--- config.mk ---
export PLATFORM = sky130hd
export DESIGN_NAME = brightness_scaler
export DESIGN_NICKNAME = d
export VERILOG_FILES = /design/src/rtl/brightness_scaler_pkg.sv /design/src/rtl/MUL_16bit.sv /design/src/rtl/brightness_scaler.sv
export SDC_FILE = /design/constraint.sdc
export NUM_CORES = 1
export LEC_CHECK = 0
export BUFFER_PORTS_ARGS = -buffer_cell sky130_fd_sc_hd__buf_2
export CORE_MARGIN = 1
export CORE_UTILIZATION = 55
export CTS_BUF_LIST = sky130_fd_sc_hd__clkbuf_4 sky130_fd_sc_hd__clkbuf_8
export CTS_CLUSTER_SIZE = 25
export DETAILED_ROUTE_END_ITERATION = 10
export HOLD_SLACK_MARGIN = 0.12
export PLACE_DENSITY_LB_ADDON = 0.12
export SYNTH_ARGS = -nofsm -noshare
export SYNTH_HDL_FRONTEND = slang
export SYNTH_SLANG_ARGS = --single-unit
--- constraint.sdc ---
create_clock -name clk -period 6.37 [get_ports clk]
set_input_delay 0.3185 -clock clk [delete_from_list [all_inputs] [get_ports clk]]
set_output_delay 0.3185 -clock clk [all_outputs]
set_load 0.05 [all_outputs]
--- src/rtl/brightness_scaler_pkg.sv ---
// Shared definitions for the brightness scaler.
//   state_t    : FSM state encodings (IDLE -> MUL_R -> MUL_G -> MUL_B -> OUT)
//   GAIN_ONE   : unity gain in unsigned Q8.8, also the reset value of the gain register
//   ROUND_HALF : half-LSB added before the >>8 so results round half-up
//   SAT_MAX    : value a channel clamps to when the scaled result exceeds 8 bits
package brightness_scaler_pkg;

    typedef enum logic [2:0] {
        ST_IDLE  = 3'd0,
        ST_MUL_R = 3'd1,
        ST_MUL_G = 3'd2,
        ST_MUL_B = 3'd3,
        ST_OUT   = 3'd4
    } state_t;

    localparam logic [15:0] GAIN_ONE   = 16'h0100;
    localparam logic [31:0] ROUND_HALF = 32'h0000_0080;
    localparam logic [7:0]  SAT_MAX    = 8'hFF;

endpackage

--- src/rtl/MUL_16bit.sv ---
// Unsigned 16x16 -> 32 combinational multiplier, shared across the colour
// channels by the brightness scaler.
//   a, b : unsigned operands
//   p    : full-width product
module MUL_16bit (
    input  logic [15:0] a,
    input  logic [15:0] b,
    output logic [31:0] p
);

    assign p = 32'(a) * 32'(b);

endmodule

--- src/rtl/brightness_scaler.sv ---
// RGB888 brightness scaler with an unsigned Q8.8 gain.
// One pixel at a time: accept in IDLE, multiply R, G, B in three consecutive
// cycles through one shared multiplier, then present the result in OUT until
// the downstream handshake.
//   clk, rst_n          : clock, asynchronous active-low reset
//   gain_load, gain_in  : write port of the gain register (any state)
//   bypass              : captured at accept; pass the pixel unscaled
//   s_valid/s_ready     : input handshake; s_pixel {R,G,B}, s_sof, s_eol
//   m_valid/m_ready     : output handshake; m_pixel {R,G,B}, m_sof, m_eol
module brightness_scaler
    import brightness_scaler_pkg::*;
(
    input  logic        clk,
    input  logic        rst_n,
    input  logic        gain_load,
    input  logic [15:0] gain_in,
    input  logic        bypass,
    input  logic        s_valid,
    output logic        s_ready,
    input  logic [23:0] s_pixel,
    input  logic        s_sof,
    input  logic        s_eol,
    output logic        m_valid,
    input  logic        m_ready,
    output logic [23:0] m_pixel,
    output logic        m_sof,
    output logic        m_eol
);

    state_t      state, state_nxt;
    logic [15:0] gain_q;
    logic [15:0] cap_gain;
    logic [23:0] cap_pixel;
    logic        cap_sof, cap_eol, cap_bypass;
    logic [7:0]  r_q, g_q, b_q;

    logic        accept;
    logic [7:0]  chan;
    logic [31:0] prod;
    logic [31:0] rnd;
    logic [7:0]  res;

    assign s_ready = (state == ST_IDLE);
    assign m_valid = (state == ST_OUT);
    assign accept  = s_valid && s_ready;

    always_comb begin
        state_nxt = state;
        case (state)
            ST_IDLE:  if (s_valid) state_nxt = ST_MUL_R;
            ST_MUL_R: state_nxt = ST_MUL_G;
            ST_MUL_G: state_nxt = ST_MUL_B;
            ST_MUL_B: state_nxt = ST_OUT;
            ST_OUT:   if (m_ready) state_nxt = ST_IDLE;
            default:  state_nxt = ST_IDLE;
        endcase
    end

    always_ff @(posedge clk or negedge rst_n) begin
        if (!rst_n) state <= ST_IDLE;
        else        state <= state_nxt;
    end

    // The gain register follows gain_load in every state; the pixel in flight
    // works from its own captured copy, so mid-pixel loads never disturb it.
    always_ff @(posedge clk or negedge rst_n) begin
        if (!rst_n)         gain_q <= GAIN_ONE;
        else if (gain_load) gain_q <= gain_in;
    end

    // A load in the accept cycle applies to that very pixel.
    always_ff @(posedge clk or negedge rst_n) begin
        if (!rst_n) begin
            cap_gain   <= GAIN_ONE;
            cap_pixel  <= '0;
            cap_sof    <= 1'b0;
            cap_eol    <= 1'b0;
            cap_bypass <= 1'b0;
        end else if (accept) begin
            cap_gain   <= gain_load ? gain_in : gain_q;
            cap_pixel  <= s_pixel;
            cap_sof    <= s_sof;
            cap_eol    <= s_eol;
            cap_bypass <= bypass;
        end
    end

    // Channel steering into the shared multiplier.
    always_comb begin
        chan = 8'h00;
        case (state)
            ST_MUL_R: chan = cap_pixel[23:16];
            ST_MUL_G: chan = cap_pixel[15:8];
            ST_MUL_B: chan = cap_pixel[7:0];
            default:  chan = 8'h00;
        endcase
    end

    MUL_16bit u_mul (
        .a (16'(chan)),
        .b (cap_gain),
        .p (prod)
    );

    // Max product is 255*0xFFFF < 2^24, so adding the half-LSB cannot wrap.
    assign rnd = (prod + ROUND_HALF) >> 8;
    assign res = (rnd > 32'd255) ? SAT_MAX : rnd[7:0];

    always_ff @(posedge clk or negedge rst_n) begin
        if (!rst_n) begin
            r_q <= '0;
            g_q <= '0;
            b_q <= '0;
        end else begin
            case (state)
                ST_MUL_R: r_q <= res;
                ST_MUL_G: g_q <= res;
                ST_MUL_B: b_q <= res;
                default: ;
            endcase
        end
    end

    // Everything feeding the outputs changes only at accept or in the MUL
    // states, so the output is naturally held while OUT waits for m_ready.
    assign m_pixel = cap_bypass ? cap_pixel : {r_q, g_q, b_q};
    assign m_sof   = cap_sof;
    assign m_eol   = cap_eol;

endmodule

==> results of run 1 <==
[cells in the mapped netlist (all sizes together) (2+ instances only)]
cell type / n / area, µm²
a21oi: 47 / 310
nand3: 4 / 20.0
or2: 2 / 12.5
nand4b: 2 / 17.5
clkbuf: 34 / 128
a221oi: 2 / 23.8
mux2: 90 / 1020
ha: 42 / 526
a21o: 6 / 45.0
and2: 95 / 594
a32o: 2 / 20.0
xor2: 7 / 61.3
buf: 15 / 100
dfrtp: 84 / 2100
a211oi: 4 / 30.0
and3: 3 / 18.8
a41o: 2 / 20.0
nand2b: 7 / 43.8
fa: 83 / 1660
o21ai: 17 / 85.1
nand3b: 2 / 15.0
o211ai: 2 / 15.0
nand4: 12 / 75.1
nor2: 50 / 188
o21a: 7 / 52.6
nor4: 29 / 181
nor2b: 2 / 12.5
inv: 70 / 263
a22oi: 8 / 60.1
nand2: 71 / 267
and4: 3 / 26.3
or3: 3 / 18.8
a31oi: 6 / 52.6
xnor2: 15 / 131
or4b: 2 / 23.8
nor3: 19 / 100
dfstp: 2 / 52.6
mux2i: 5 / 50.1
[routing by layer]
| metal | vias to the layer above | routed length (µm) | track usage, % |
|---|---|---|---|
| met5 | - | 0 | 0 |
| met4 | 0 | 699 | 9.59 |
| met3 | 57 | 1260 | 4.26 |
| met2 | 239 | 11600 | 51.7 |
| met1 | 3584 | 9820 | 37.4 |
| li1 | 3330 | - | - |
[metrics by stage]
stage               TNS [ps]  hold slack (ps)  utilization (%)
CTS                    -7260              181             68.2
detailed placement     -6430              483             66.8
global placement       -4350              477             66.8
global route           -9450              181             72.5
finish                 -5240              143             72.5
floorplan                  0             22.9                -
[critical path, cell delays in order (launching register included)]
cell	delay, ps
dfrtp_2	450
buf_6	150
mux2_4	300
a22oi_2	160
nor2_1	60
buf_4	170
buf_12	140
and2_1	170
fa_1	550
fa_1	460
fa_1	540
fa_1	540
ha_4	310
and4_4	230
o21a_1	150
and4_4	230
or3_1	120
nand4b_1	200
nor3_4	230
and4b_1	270
or4b_4	490
a31oi_4	200
buf_12	150
clkbuf_16	150
a21oi_2	50
[timing repair]
action,4_1_cts,5_1_grt
endpoints found under the setup margin,24,24
resized for setup,3,104
pin swaps,1,53
buffers inserted,1,15
cloned,0,6
[cells by family after synthesis]
| family | count (synthesis) |
|---|---|
| mux | 95 |
| xor+xnor | 22 |
| simple gates | 310 |
| flops | 86 |
| fa+ha+maj | 125 |
| buf+inv | 120 |
| compound gates | 112 |
[area by class of cell]
cell class                 instances  area [µm²]  share of cell area (%)
inverter                          71         267                    2.42
timing repair buffer             225        1630                    14.8
sequential                        86        2160                    19.5
tap                              188         235                    2.13
clock inverter                     6        70.1                   0.635
clock buffer                       9         124                    1.12
antenna                            1        2.50                  0.0227
multi-input combinational        665        6540                    59.3
[worst max-delay path by stage]
stage	to	cells past startpoint
global placement	b_q[2]$_DFFE_PN0N_	25
detailed placement	g_q[3]$_DFFE_PN0N_	26
global route	b_q[5]$_DFFE_PN0N_	25
floorplan	b_q[0]$_DFFE_PN0N_	25
finish	b_q[5]$_DFFE_PN0N_	24
CTS	g_q[3]$_DFFE_PN0N_	26
[cell usage in the layout (no fill, tap or decap), types with 6 or more instances in the layout]
master	instances
o21ai_0	6
buf_2	76
ha_1	28
fa_1	81
and2_1	84
xor2_1	7
buf_12	6
a21o_1	6
inv_2	7
nor3_1	14
o21a_1	7
ha_4	13
mux2_2	85
nor2_1	45
a21oi_2	33
nor4_1	21
dfrtp_1	83
o21ai_1	6
nand2b_1	7
nand4_1	12
buf_6	6
inv_1	63
clkbuf_8	9
xnor2_1	13
buf_4	135
nand2_1	71
and2_4	10
a21oi_4	6
nor4_2	7
a21oi_1	8
[sequential cells by signal (all words and copies together) (netlist names)]
| signal | count |
|---|---|
| r_q | 8 |
| state | 3 |
| cap_gain | 16 |
| b_q | 8 |
| cap_pixel | 24 |
| g_q | 8 |
| gain_q | 16 |
| m_sof | 1 |
| m_eol | 1 |
| cap_bypass | 1 |
==> qor.yml, run 1 <==
yosys:
  muxShareOfSynthArea_pct: 12.5
  synth-compound-area-share_pct: 9.33
  syn_area_per_cell_um2: 9.83
  ys.flop_type: "dfrtp_1"
  synth-seq-cells: 86
  synth_cells: 870
  synthArstFlopShare_pct: 100
  synth_fa_ha_area_share_pct: 25.6
  synth.cell_area_um2: 8550
  synth_top_family_by_area: "adder cells"
  syn_nets: 1043
  ys_seq_area_share_pct: 25.2
  ys.warnings.count: 0
  synth-xor-area-share_pct: 2.25
  synth_cell_type_count: 61
  yosys.area_share.simple_pct: 19.4
  synth-edff-count: 0
floorplanning:
  core_area_um2: 15200
  dieArea_um2: 16100
  io_pins: 76
  placementRows: 45
  start_util_pct: 56.3
  dieWidth_um: 127
  die-height_um: 127
setup_path:
  cp-start-kind: "register"
  reg2reg_from: "state[1]$_DFFE_PN0P_"
  crit_path_max_fanout: 9
  worstPathRequired_ps: 6600
  worstReg2RegEnd: "b_q[5]$_DFFE_PN0N_"
  r2r_cells: 24
  critPathCaptureType: "register"
  worstPathArrival_ps: 6840
  crit_start: "state[1]$_DFFE_PN0P_"
  reg2reg_setup_slack_ps: -230
  critPathKind: "register to register"
worst_hold_path:
  min_path_type: "primary input to async pin"
clocking:
  htree_levels: 3
  cts_sinks: 86
  root_buffer: "clkbuf_8"
  cts_buffers: 9
  clk_pin_slew_ps: 90
  cts_buffer_depth: 2
  hold_buffers: 0
  cts_tree: "built"
  clkLatencyLatePin_ps: 360
layout:
  fillers: 1087
  stdcell_count: 1251
  final_net_count: 1231
  area_growth_pct: 28.9
  finalInstanceArea_um2: 11000
  drive_above_1_share_pct: 43.5
placed_design:
  place_congestion: 0.903
  postPlaceCellArea_um2: 10200
  io_buffer_count: 75
  dp_hpwl_um: 17500
  dp_cells: 1213
  place_ws_ps: -296
drt:
  firstDrtPassIters: 5
  wl_per_cell_um: 18.7
  viasPerCell: 5.76
  routed_wl_um: 23400
  drc_errors: 0
  via_count: 7210
  drt_iter0_drc: 390
  ant_nets: 0
global_routing:
  grt_use_total_pct: 29.4
  grt_pass1_vias: 7380
  grt-ovfl-total: 0
  grt_max_degree: 87
  grt_pass1_wl_um: 37100
  antenna_found_initial: 1
sta:
  finalSetupViolCount: 24
  rsz0062_at_grt: "true"
  max_slew_margin_pct: 26.5
  final.period_utilization_pct: 104
  worst_pin_slew_ps: 1100
  clock.fmax_mhz: 151
  hold_violations: 0
  period_needed_ps: 6600
  finClkSkew_ps: 17.0
  finalMaxSlewViolations: 0
  setup_slack_ps: -232
flow_run:
  cap_violations: 0
status:
  violations: "setup timing"
  outcome: "finished with violations"
Power of run 1 is not shown: default switching activity piles up to over one toggle a cycle in this logic, so the estimate is an artifact.
==> run 2: changes to the inputs <==
- RECOVER_POWER: not set -> 50
==> run 2 against run 1 <==
Net effect:
- the run ends with capacitance limit, slew limit, setup timing left
- routed wire length is 0.25% lower
- hold slack better by 39 ps
- global-route usage is the same
- clock skew about the same
- cell count is the same
- register-to-register slack barely moved
- core utilization fell by 0.058 points
- sequential cell count unchanged
==> qor.yml, run 2 (synthesized netlist as in run 1, its figures left out) <==
setup_path:
  worst_path_largest_cell_delay_ps: 550  # about the same
  cp_common_cell: "fa_1"
  path_depth: 24  # unchanged
  critPathCaptureType: "register"
  path_buf_inv: 5  # unchanged
  crit_path_max_fanout: 9  # unchanged
  cp_top_family: "adder cells"
  r2r_cells: 24  # unchanged
  slowest_stage: "fa_1"
  worstPathArrival_ps: 6830  # about the same
  worstPathRequired_ps: 6600  # about the same
  critPathKind: "register to register"
  cp-start-kind: "register"
  path_cells: "buf_6 -> mux2_4 -> a22oi_2 -> nor2_1 -> buf_4 -> buf_12 -> and2_1 -> fa_1 -> fa_1 -> fa_1 -> fa_1 -> ha_4 -> and4_4 -> o21a_1 -> and4_4 -> or3_1 -> nand4b_1 -> nor3_4 -> and4b_1 -> or4b_4 -> a31oi_4 -> buf_12 -> clkbuf_16 -> a21oi_2"
sta:
  setup_tns_ps: -5130  # +112 ps
  setup_slack_ps: -228  # +3.59 ps
  worst_pin_slew_ps: 4550  # +3450 ps
  max_slew_margin_pct: -203  # -230 points
  final.period_utilization_pct: 104  # about the same
  rsz0062_at_grt: "true"
  clock.fmax_mhz: 152  # about the same
  finalMaxSlewViolations: 87  # +87
  finClkSkew_ps: 17.0  # +0.0439 ps
  finalSetupViolCount: 24  # unchanged
  hold_violations: 0  # unchanged
  period_needed_ps: 6600  # -3.59 ps
clocking:
  root_buffer: "clkbuf_8"
  hold_buffers: 0  # unchanged
  cts_buffers: 9  # unchanged
  clk_pin_slew_ps: 90  # about the same
  cts_tree: "built"
  cts_sinks: 86  # unchanged
  clkLatencyLatePin_ps: 360  # about the same
  cts_buffer_depth: 2  # unchanged
  htree_levels: 3  # unchanged
floorplanning:
  die-height_um: 127  # unchanged
  placementRows: 45  # unchanged
  io_pins: 76  # unchanged
  dieWidth_um: 127  # unchanged
  dieArea_um2: 16100  # unchanged
  start_util_pct: 56.3  # unchanged
  core_area_um2: 15200  # unchanged
global_routing:
  grt_max_degree: 87  # unchanged
  grt_use_total_pct: 29.4  # unchanged
  grt_pass1_wl_um: 37100  # unchanged
  grt-ovfl-total: 0  # unchanged
  antenna_found_initial: 1  # unchanged
  grt_pass1_vias: 7380  # unchanged
drt:
  drt_iter0_drc: 408  # +4.6%
  routed_wl_um: 23300  # -0.25%
  firstDrtPassIters: 5  # unchanged
  via_count: 7189  # -0.29%
  drc_errors: 0  # unchanged
  ant_nets: 0  # unchanged
  viasPerCell: 5.75  # -0.29%
  wl_per_cell_um: 18.6  # -0.25%
layout:
  largest_register: "cap_pixel"
  reg_top3: "cap_pixel x24, cap_gain x16, gain_q x16"
  largest_reg_flops: 24  # unchanged
  area_growth_pct: 28.8  # about the same
  layout_commonest_cell: "buf_4"
  stdcell_count: 1251  # unchanged
  final_net_count: 1231  # unchanged
  drive_above_1_share_pct: 42.6  # -0.94 points
  final_cell_mix: "buf_4, and2_1, dfrtp_1"
placed_design:
  dp_hpwl_um: 17500  # unchanged
  dp_cells: 1213  # unchanged
  io_buffer_count: 75  # unchanged
  place_congestion: 0.903  # unchanged
flow_run:
  cap_violations: 1  # +1
status:
  outcome: "finished with violations"
  violations: "capacitance limit, slew limit, setup timing"
worst_hold_path:
  hold_depth: 2
  min_path_type: "primary input to register"
==> run 2: cell types whose count changed in the layout (fill, tap and decap cells not counted) <==
cell / delta
mux2_1: +7
clkbuf_1: +3
buf_2: -1
buf_4: -2
mux2_2: -7
==> run 2: layer usage <==
metal | routed length (µm) | vias up | track usage (%)
li1 | - | 3325 | -
met1 | 9700 | 3578 | 37.4
met2 | 11700 | 235 | 51.7
met3 | 1290 | 51 | 4.26
met4 | 675 | 0 | 9.59
met5 | 0 | - | 0
==> run 2: final timing paths <==
path                       slack, ps                  from                        end
setup reg to reg                -230  state[1]$_DFFE_PN0P_         g_q[7]$_DFFE_PN0N_
max in group asynchronous       1930                 rst_n       state[1]$_DFFE_PN0P_
hold / removal                   180           s_pixel[22]  cap_pixel[22]$_DFFE_PN0P_
setup / recovery                -230  state[1]$_DFFE_PN0P_         g_q[7]$_DFFE_PN0N_
min in group asynchronous       1570                 rst_n    cap_gain[3]$_DFFE_PN0P_
hold reg to reg                  490  gain_q[13]$_DFF_PN0_       gain_q[13]$_DFF_PN0_
==> run 2: cell type report <==
| cell class | count | area [µm²] |
|---|---|---|
| clock inverter | 6 | 70.1 |
| timing repair buffer | 225 | 1620 |
| fill | 1091 | 4180 |
| clock buffer | 9 | 124 |
| inverter | 71 | 267 |
| multi-input combinational | 665 | 6540 |
| sequential | 86 | 2160 |
| antenna | 1 | 2.50 |
| tap | 188 | 235 |
==> run 2: per-stage QoR <==
step                util [%]  area [µm²]  setup WS [ps]  hold WS (ps)
finish                  72.5       11000           -228           182
global route            72.5       11000           -407           181
CTS                     68.2       10400           -325           181
detailed placement      66.8       10200           -296           483
global placement        66.8       10200           -213           477
floorplan                  -        8790           1.60          22.9
==> run 2: repair_timing <==
item / in CTS / in global routing
endpoints found under the setup margin: 24 / 24
gates cloned: 0 / 6
pin swaps: 1 / 53
setup buffers: 1 / 15
gates resized for setup: 3 / 104
Power of run 2 is left out for the same reason.
==> run 3: changes to the inputs <==
- CORE_MARGIN: 1 -> 2
- SETUP_SLACK_MARGIN: not set -> 0.5
==> run 3 against run 2 <==
Net effect:
- the run still ends with capacitance limit, slew limit, setup timing left
- die area rose by 3.2%
- routed wire length is 6.4% higher
- sequential cell count unchanged
- setup slack got worse by 120 ps
- critical path depth up 3
- via count grew 3.2%
- hold slack lost 21 ps
- core utilization up 2.2 points
- critical endpoint is now r_q[6]$_DFFE_PN0N_
==> qor.yml, run 3 (synthesized netlist as in run 1, its figures left out) <==
status:
  outcome: "finished with violations"
  violations: "capacitance limit, slew limit, setup timing"
floorplanning:
  die-height_um: 129  # +1.6%
  core_area_um2: 15200  # unchanged
  start_util_pct: 56.3  # unchanged
  dieWidth_um: 129  # +1.6%
  io_pins: 76  # unchanged
  dieArea_um2: 16600  # +3.2%
  placementRows: 45  # unchanged
clocking:
  root_buffer: "clkbuf_8"
  clkLatencyLatePin_ps: 390  # +30 ps
  cts_buffer_depth: 2  # unchanged
  cts_tree: "built"
  clk_pin_slew_ps: 100  # about the same
  cts_buffers: 9  # unchanged
  cts_sinks: 86  # unchanged
  htree_levels: 3  # unchanged
layout:
  antenna_cells: 0  # -1
  seqCellArea_um2: 2150  # about the same
  largest_reg_flops: 24  # unchanged
  reg_top3: "cap_pixel x24, cap_gain x16, gain_q x16"
  largest_register: "cap_pixel"
  layout_commonest_cell: "buf_4"
  final_net_count: 1254  # +1.9%
  drive_above_1_share_pct: 45.0  # +2.5 points
  final_cell_mix: "buf_4, and2_1, dfrtp_1"
  multiInputGateArea_um2: 6630  # +1.3%
  fillers: 1060  # -2.8%
  area_growth_pct: 32.8
global_routing:
  antenna_found_initial: 0  # -1
  grt-ovfl-total: 0  # unchanged
  grt_max_degree: 87  # unchanged
  grt_pass1_vias: 7822  # +6.0%
  grt_pass1_wl_um: 39900  # +7.6%
  grt_use_total_pct: 31.0  # +1.6 points
setup_path:
  crit_path_max_fanout: 7  # -2
  cp_top_family: "adder cells"
  cp-start-kind: "register"
  worstPathRequired_ps: 6630  # +30 ps
  worstPathArrival_ps: 6980  # +150 ps
  critPathKind: "register to register"
  slowest_stage: "fa_1"
  cp_common_cell: "buf_4"
  path_buf_inv: 10  # +5
  worst_path_largest_cell_delay_ps: 610  # +60 ps
  critPathCaptureType: "register"
drt:
  ant_nets: 0  # unchanged
  drc_errors: 0  # unchanged
  wl_per_cell_um: 19.5  # +4.4%
  firstDrtPassIters: 6  # +1
  routed_wl_um: 24800  # +6.4%
  viasPerCell: 5.83  # +1.4%
  via_count: 7422  # +3.2%
  drt_iter0_drc: 531  # +30%
worst_hold_path:
  min_path_type: "primary input to register"
sta:
  finalMaxSlewViolations: 87  # unchanged
  finalSetupViolCount: 24  # unchanged
  max_slew_margin_pct: -199  # +4.3 points
  final.period_utilization_pct: 105  # +1.9 points
  period_needed_ps: 6720  # +120 ps
  worst_pin_slew_ps: 4490  # -64.7 ps
  hold_violations: 0  # unchanged
  rsz0062_at_grt: "true"
  finClkSkew_ps: 11.0  # -5.99 ps
  setup_slack_ps: -348  # -120 ps
  clock.fmax_mhz: 149  # -1.8%
placed_design:
  place_ws_ps: -498  # -202 ps
  place_congestion: 0.914  # +1.2%
  io_buffer_count: 75  # unchanged
  dp_hpwl_um: 17900  # +2.2%
flow_run:
  cap_violations: 1  # unchanged
[run 3: repair_timing]
action | 4_1_cts | 5_1_grt
buffers inserted | 36 | 13
endpoints found under the setup margin | 24 | 24
cloned | 5 | 1
hold endpoints to repair | 0 | 0
gates resized for setup | 76 | 47
pin swaps | 66 | 45
hold buffers | 0 | 0
[run 3: worst reg2reg max path: cells and delay by family (launching register included)]
family	cells	cell delay (ps)
XOR/XNOR	1	170
buffers and inverters	10	1370
multiplexers	1	300
AO/OA/AOI/OAI	6	1060
AND/OR/NAND/NOR	4	900
adder cells (fa/ha/maj)	5	2350
flip-flops	1	440
[run 3: area by class of cell]
class	instances	share of cell area, %
Clock buffer	9	1.09
Tap cell	188	2.07
Sequential cell	86	19.0
Clock inverter	7	0.551
Timing Repair Buffer	248	16.6
Inverter	71	2.35
Multi-Input combinational cell	665	58.4
[run 3: final timing paths]
path                            slack (ps)  depth (start not counted)                   to                  from
worst min register to register         490                          1  gain_q[1]$_DFF_PN0_   gain_q[1]$_DFF_PN0_
max in group asynchronous             2350                          1   r_q[6]$_DFFE_PN0N_                 rst_n
worst max-delay path                  -350                         27   r_q[6]$_DFFE_PN0N_  state[1]$_DFFE_PN0P_
worst min-delay path                   160                          2  gain_q[1]$_DFF_PN0_            gain_in[1]
min in group asynchronous             1520                          1  gain_q[1]$_DFF_PN0_                 rst_n
worst max register to register        -350                         27   r_q[6]$_DFFE_PN0N_  state[1]$_DFFE_PN0P_
[run 3: stage by stage]
step | TNS (ps) | cell area [µm²] | hold slack, ps | instances | util (%)
detailed placement | -9930 | 10100 | 485 | 1203 | 66.7
finish | -6960 | 11400 | 161 | 1274 | 74.7
global route | -11620 | 11400 | 157 | 1274 | 74.7
global placement | -8270 | 10100 | 475 | 1203 | 66.7
CTS | -2690 | 11100 | 138 | 1260 | 72.7
floorplan | 0 | 8870 | 22.9 | 870 | -
[run 3: per-layer routing]
layer  GRT usage (%)  vias up  share of wire, %
met5               0        -                 0
met1            39.1     3759                42
li1                -     3385                 -
met2            54.5      231                50
met3            4.57       47               4.6
met4            10.9        0               3.1
Power of run 3 is left out for the same reason.
